`src/rtl/extension_unit_pkg.sv`:
```
// Shared constants for the immediate extension unit: data width and the
// CEU immediate-format select encoding.
package extension_unit_pkg;

  localparam int XLEN = 32;

  typedef enum logic [2:0] {
    CEU_I     = 3'd0,
    CEU_S     = 3'd1,
    CEU_B     = 3'd2,
    CEU_U     = 3'd3,
    CEU_J     = 3'd4,
    CEU_SHAMT = 3'd5,
    CEU_ZIMM  = 3'd6,
    CEU_RSVD  = 3'd7
  } ceu_e;

endpackage

```
`src/rtl/extension_unit_decode.sv`:
```
// Combinational immediate-format decode. The 25-bit input carries
// instruction bits [31:7], so instr[k] is read as dint_i[k-7] throughout.
module extension_unit_decode
  import extension_unit_pkg::*;
(
  input  logic [2:0]  ceu_i,
  input  logic [24:0] dint_i,
  output logic [31:0] imm_o
);

  logic sgn;
  assign sgn = dint_i[24];

  // Select and sign/zero-extend the immediate for the requested format
  always_comb begin
    imm_o = '0;
    case (ceu_e'(ceu_i))
      CEU_I:     imm_o = {{20{sgn}}, dint_i[24:13]};
      CEU_S:     imm_o = {{20{sgn}}, dint_i[24:18], dint_i[4:0]};
      CEU_B:     imm_o = {{19{sgn}}, sgn, dint_i[0], dint_i[23:18], dint_i[4:1], 1'b0};
      CEU_U:     imm_o = {dint_i[24:5], 12'b0};
      CEU_J:     imm_o = {{11{sgn}}, sgn, dint_i[12:5], dint_i[13], dint_i[23:14], 1'b0};
      CEU_SHAMT: imm_o = {27'b0, dint_i[17:13]};
      CEU_ZIMM:  imm_o = {27'b0, dint_i[12:8]};
      default:   imm_o = '0;
    endcase
  end

endmodule

```
`src/rtl/extension_unit_core.sv`:
```
// Immediate extension unit: one-cycle registered decode of RISC-V style
// immediates with a valid qualifier and no backpressure.
// Optional feature: define EXTENSION_UNIT_ILLEGAL_FLAG_EN to add the
// registered 'illegal' output flagging the reserved CEU encoding.
module extension_unit_core #(
  parameter int XLEN = extension_unit_pkg::XLEN
) (
  input  logic            clk,
  input  logic            rst_n,
  input  logic            in_valid,
  input  logic [2:0]      CEU,
  input  logic [24:0]     Dint,
  output logic            out_valid,
`ifdef EXTENSION_UNIT_ILLEGAL_FLAG_EN
  output logic            illegal,
`endif
  output logic [XLEN-1:0] Dout
);

  import extension_unit_pkg::*;

  logic [31:0]     imm_d;
  logic [XLEN-1:0] dout_q;
  logic            out_valid_q;

  extension_unit_decode u_decode (
    .ceu_i  (CEU),
    .dint_i (Dint),
    .imm_o  (imm_d)
  );

  // Capture the decoded immediate on valid; hold it otherwise
  always_ff @(posedge clk or negedge rst_n) begin
    if (!rst_n) begin
      dout_q      <= '0;
      out_valid_q <= 1'b0;
    end else begin
      out_valid_q <= in_valid;
      if (in_valid) begin
        dout_q <= imm_d[XLEN-1:0];
      end
    end
  end

  assign Dout      = dout_q;
  assign out_valid = out_valid_q;

`ifdef EXTENSION_UNIT_ILLEGAL_FLAG_EN
  logic illegal_d;
  logic illegal_q;

  assign illegal_d = in_valid && (CEU == CEU_RSVD);

  // Flag reserved-format samples alongside the result they produced
  always_ff @(posedge clk or negedge rst_n) begin
    if (!rst_n) begin
      illegal_q <= 1'b0;
    end else begin
      illegal_q <= illegal_d;
    end
  end

  assign illegal = illegal_q;
`endif

endmodule

```
`config.mk`:
```
export PLATFORM = sky130hd
export DESIGN_NAME = extension_unit_core
export DESIGN_NICKNAME = d
export VERILOG_FILES = /design/src/rtl/extension_unit_pkg.sv /design/src/rtl/extension_unit_decode.sv /design/src/rtl/extension_unit_core.sv
export SDC_FILE = /design/constraint.sdc
export NUM_CORES = 1
export LEC_CHECK = 0
export CAP_MARGIN = 20
export CORE_ASPECT_RATIO = 0.75
export CORE_UTILIZATION = 38
export CTS_CLUSTER_DIAMETER = 80
export DETAILED_ROUTE_END_ITERATION = 8
export PLACE_DENSITY = 0.86
export SLEW_MARGIN = 0
export SYNTH_ARGS = -nofsm -noshare
export SYNTH_HDL_FRONTEND = slang
export SYNTH_SLANG_ARGS = --single-unit
```
`constraint.sdc`:
```
create_clock -name clk -period 0.95 [get_ports clk]
set_clock_uncertainty 0.15 [all_clocks]
set_input_delay 0.19 -clock clk [delete_from_list [all_inputs] [get_ports clk]]
set_output_delay 0.19 -clock clk [all_outputs]
set_load 0.02 [all_outputs]
```
==> results of run 1 <==
-- worst paths after layout --
kind                                      start              endpoint  slack (ns)  cells after the start
setup / recovery           Dout[28]$_DFFE_PN0P_              Dout[28]       -0.25                      1
hold / removal                         in_valid   out_valid$_DFF_PN0_        0.04                      2
setup reg to reg           Dout[14]$_DFFE_PN0P_  Dout[14]$_DFFE_PN0P_       -0.20                      2
hold reg to reg             Dout[1]$_DFFE_PN0P_   Dout[1]$_DFFE_PN0P_        0.38                      1
max in group asynchronous                 rst_n  Dout[29]$_DFFE_PN0P_        0.33                      2
min in group asynchronous                 rst_n  Dout[26]$_DFFE_PN0P_        0.12                      2
-- metal layers --
layer / vias to the layer above / track usage / wire (microns)
met1: 827 / 0.3501 / 2170
met5: - / 0 / 0
li1: 727 / - / -
met2: 89 / 0.4865 / 2930
met3: 22 / 0.05027 / 374
met4: 0 / 0.1294 / 216
-- registers in the layout (all words and copies together) (netlist names) --
name	cells
Dout	32
out_valid	1
-- per-stage QoR --
| step | worst slack, ns | cell area [sq um] |
|---|---|---|
| 5_1_grt | -0.2744 | 2945 |
| 2_1_floorplan | -0.3303 | 1553 |
| 6_report | -0.2480 | 2945 |
| 3_3_place_gp | -1.199 | 2457 |
| 3_5_place_dp | -1.279 | 2457 |
| 4_1_cts | -0.2429 | 2841 |
-- synthesized netlist by cell type (4+ instances only) --
cell type  instances  area [sq um]
a21oi_1            4         20.02
a221o_1           23         230.2
a22o_1             6         52.55
buf_2              6         30.03
dfrtp_1           33         825.8
nand2_1            7         26.28
nand3b_1           5         37.54
nor2_1             6         22.52
o22a_1             4         35.03
-- final cells by class --
| type | count | area (sq um) |
|---|---|---|
| Multi-Input combinational cell | 78 | 693.2 |
| Sequential cell | 33 | 838.3 |
| Fill cell | 220 | 763.2 |
| Tap cell | 52 | 65.06 |
| Timing Repair Buffer | 124 | 1252 |
| Inverter | 2 | 11.26 |
| Antenna cell | 1 | 2.502 |
| Clock buffer | 6 | 72.57 |
| Clock inverter | 2 | 10.01 |
-- power breakdown --
group / internal, mW / total [mW] / leakage [nW] / switching, mW
combinational: 0.809 / 1.40 / 0.937 / 0.590
clock: 0.507 / 1.02 / 0.0450 / 0.516
sequential: 1.56 / 1.68 / 0.404 / 0.122
total: 2.87 / 4.10 / 1.39 / 1.23
-- repair_timing --
| item | 4_1_cts | 5_1_grt |
|---|---|---|
| setup buffers | 21 | 4 |
| setup endpoints to repair | 65 | 64 |
| gates cloned | 2 | 1 |
| pin swaps | 20 | 14 |
| gates resized for setup | 254 | 14 |
-- cell families after synthesis --
kind of cell	count (synthesis)
muxes	4
and+or+nand+nor	27
DFF	33
AOI/OAI and AO/OA	45
buffers and inverters	12
adders and majority gates	1
==> flow_summary.toml, run 1 <==
[run]
maxCapViolCount = 0

[sta]
finalMaxSlewViolations = 0
finalSetupViolations = 63
grt_setup_unrepaired = "yes"
finalWorstSetupSlack_ns = -0.2480
tightest_slew_ns = 0.4062
setup_tns_ns = -13.02
hold_slack_ns = 0.04235
hold_violations = 0
maxSlewHeadroom = 0.7282
post-route-min-period_ns = 1.198
timing.final.crit_share = 1.261
fmax_mhz = 834.8

[global_routing]
grt_max_degree = 34
grt_pass1_vias = 1727
grtUsageTotal = 0.2862
antenna_found_initial = 1
grt_pass1_wl_mm = 8.687
grt_overflow = 0

[synth]
ys_async_sr_fraction = 1.000
synthMuxAreaShare = 0.03515
syn_inst = 122
synth_seq_cells = 33
yosys_warnings = 0
syn-cell-area_sq_mm = 0.001495
synthFlopType = "dfrtp_1"
synthSimpleGateAreaFrac = 0.1013
synthXorXnorAreaFrac = 0
seq_area_frac_synth = 0.5523
syn_nets = 153
synthAdderAreaFrac = 0.006695
ys_types = 26
synth_compound_area_frac = 0.2644
synth-edff-count = 0
avgSynthCellArea_sq_um = 12.26
synth_top_family_by_area = "compound AO/OA/AOI/OAI gates"

[routing]
routed_wl_mm = 5.692
viasPerCell = 5.587
firstDrtPassIters = 4
drtAntennaViolNets = 0
post-route-drc-count = 0
drtIter0Drc = 135
post_drt_wl_per_cell_microns = 19.10
num_vias = 1665

[outcome]
outcome = "finished, violations left"
failed_checks = "setup timing"

[finish]
final_common_cell = "buf_6"
final_cell_mix = "50 x buf_6, 41 x buf_4, 23 x dfrtp_1, 23 x a221o_1, 13 x dlygate4sd2_1"
final_cell_count_no_fill = 298
area_growth_pct = 96.99
final_nets = 275
fin_util = 0.7942
drive_gt1_frac = 0.5388

[placement]
place_inst = 263
gp_congestion = 0.8824
io_buffer_count = 63
dp_hpwl_mm = 3.293

[power]
p_per_area_mw_per_mm2 = 1393
finalPower_mw = 4.102
ir_drop_v = 0.001005
p_leak_nw = 1.386

[die]
fp-row-count = 19
initial_core_util = 0.4032
fp.dieW_microns = 74.43
core_area_sq_mm = 0.003709
dieArea_sq_mm = 0.004192
io_pins = 64
die_y_microns = 56.33

[clock_network]
h-tree-depth = 2
clock_path_buffers = 2
root_buffer = "clkbuf_8"
cts_tree = "done"
clk_latency_ns = 0.28
path_clk_slew_ns = 0.07
postCtsHoldBufs = 0
numCtsBuffers = 5
cts_sinks = 33

[setup_path]
cp_cell_sequence = "buf_6"
cp.required_ns = 0.61
path_buf_inv = 1
endpoint_kind = "output port"
critPathMaxFanout = 2
cp_slowest_stage_delay_ns = 0.43
crit_slowest_cell = "dfrtp_2"
worstSetupStartpointType = "register"
crit_type = "reg -> out"
cp.arrival_ns = 0.86
critPathTopFamily = "flip-flops"

[worst_hold_path]
hold_class = "in -> reg"
Power figures use the tool's default switching activity.
==> run 2, diff against run 1 <==
- REMOVE_ABC_BUFFERS: unset -> 1
==> run 2 against run 1 <==
The run still ends with setup timing left. Global-route usage increased by 1.0 points. Largest cell class unchanged. Worst hold slack better by 0.074 ns. Highest routed layer unchanged. Die area is the same.
==> flow_summary.toml, run 2 (synthesized netlist as in run 1, its figures left out) <==
[finish]
finalInstanceArea_sq_mm = 0.002914
antennaDiodeCount = 0
final_cell_mix = "47 x buf_6, 44 x buf_4, 33 x dfrtp_1"
area_growth_pct = 94.90
final_common_cell = "buf_6"
drive_gt1_frac = 0.4980
final_nets = 275
largest_register_ffs = 32

[clock_network]
cts_sinks = 33
cts_tree = "done"
h-tree-depth = 2
postCtsHoldBufs = 0
numCtsBuffers = 5
root_buffer = "clkbuf_8"
clock_path_buffers = 2
path_clk_slew_ns = 0.07
clk_latency_ns = 0.29

[placement]
gp_congestion = 0.8634
place_area_sq_mm = 0.002436
io_buffer_count = 63
dp_hpwl_mm = 3.280

[global_routing]
grt_overflow = 0
grt_pass1_vias = 1664
grtUsageTotal = 0.2962
grt_pass1_wl_mm = 8.866
grt_max_degree = 34
antenna_found_initial = 0

[sta]
fmax_mhz = 790.2
post-route-min-period_ns = 1.266
tightest_slew_ns = 0.4698
timing.final.crit_share = 1.332
finalWorstSetupSlack_ns = -0.3155
finalSetupViolations = 64
hold_slack_ns = 0.1167
hold_violations = 0
grt_setup_unrepaired = "yes"
maxSlewHeadroom = 0.6862
setup_tns_ns = -14.92
finalMaxSlewViolations = 0

[die]
core_area_sq_mm = 0.003709
io_pins = 64
initial_core_util = 0.4032
dieArea_sq_mm = 0.004192
fp.dieW_microns = 74.43
die_y_microns = 56.33
fp-row-count = 19

[routing]
routed_wl_mm = 6.822
firstDrtPassIters = 5
viasPerCell = 6.013
drtAntennaViolNets = 0
num_vias = 1786
drtIter0Drc = 208
post-route-drc-count = 0
post_drt_wl_per_cell_microns = 22.97

[power]
finalPower_mw = 4.354
ir_drop_v = 0.0008460
p_per_area_mw_per_mm2 = 1494
p_leak_nw = 1.392

[setup_path]
worstSetupStartpointType = "register"
critPathTopFamily = "flip-flops"
cp_slowest_stage_delay_ns = 0.45
cp.arrival_ns = 0.93
crit_type = "reg -> out"
endpoint_kind = "output port"
path_buf_inv = 1
crit_slowest_cell = "dfrtp_1"
cp.required_ns = 0.61
critPathMaxFanout = 2
critPathLaunch = "Dout[26]$_DFFE_PN0P_"
r2r-start = "Dout[26]$_DFFE_PN0P_"
cp_cell_sequence = "buf_6"

[worst_hold_path]
hold_class = "in -> async"

[outcome]
failed_checks = "setup timing"
outcome = "finished, violations left"

[run]
maxCapViolCount = 0
## run 2: through the flow
step                      std cells    util  setup slack [ns]
after floorplan                 112       -           -0.7399
after global placement          265  0.6569            -1.074
after detailed placement        265  0.6569            -1.237
after CTS                       290  0.7598           -0.2388
after global routing            297  0.7858           -0.3390
final                           297  0.7858           -0.3155
## run 2: repair_timing
item / in CTS / in global routing
pin swaps: 23 / 11
endpoints found under the setup margin: 65 / 64
setup buffers: 16 / 7
gates cloned: 1 / 1
resized for setup: 254 / 14
## run 2: layout make-up
| class | instances | area, sq um |
|---|---|---|
| timing repair buffer | 124 | 1235 |
| sequential | 33 | 825.8 |
| fill | 187 | 794.5 |
| clock inverter | 1 | 5.005 |
| tap | 52 | 65.06 |
| inverter | 2 | 10.01 |
| multi-input combinational | 78 | 676.9 |
| clock buffer | 7 | 96.34 |
## run 2: final timing paths
check / endpoint / slack (ns) / cells after the start
max in group asynchronous: Dout[11]$_DFFE_PN0P_ / 0.34 / 2
min in group clk: Dout[19]$_DFFE_PN0P_ / 0.21 / 3
hold / removal: Dout[29]$_DFFE_PN0P_ / 0.12 / 2
hold reg to reg: Dout[14]$_DFFE_PN0P_ / 0.40 / 1
setup / recovery: Dout[26] / -0.32 / 1
setup reg to reg: Dout[26]$_DFFE_PN0P_ / -0.26 / 2
## run 2: per-layer routing
metal / share of wire / wire (microns) / track usage
met2: 0.47 / 3186 / 0.4762
met5: 0 / 0 / 0
met3: 0.13 / 855 / 0.08618
met4: 0.048 / 326 / 0.1402
met1: 0.36 / 2453 / 0.3624
## run 2: power by group
group	switching (mW)	total (mW)	internal (mW)
clock	0.549	1.20	0.655
sequential	0.147	1.70	1.55
combinational	0.632	1.45	0.822
total	1.33	4.35	3.03
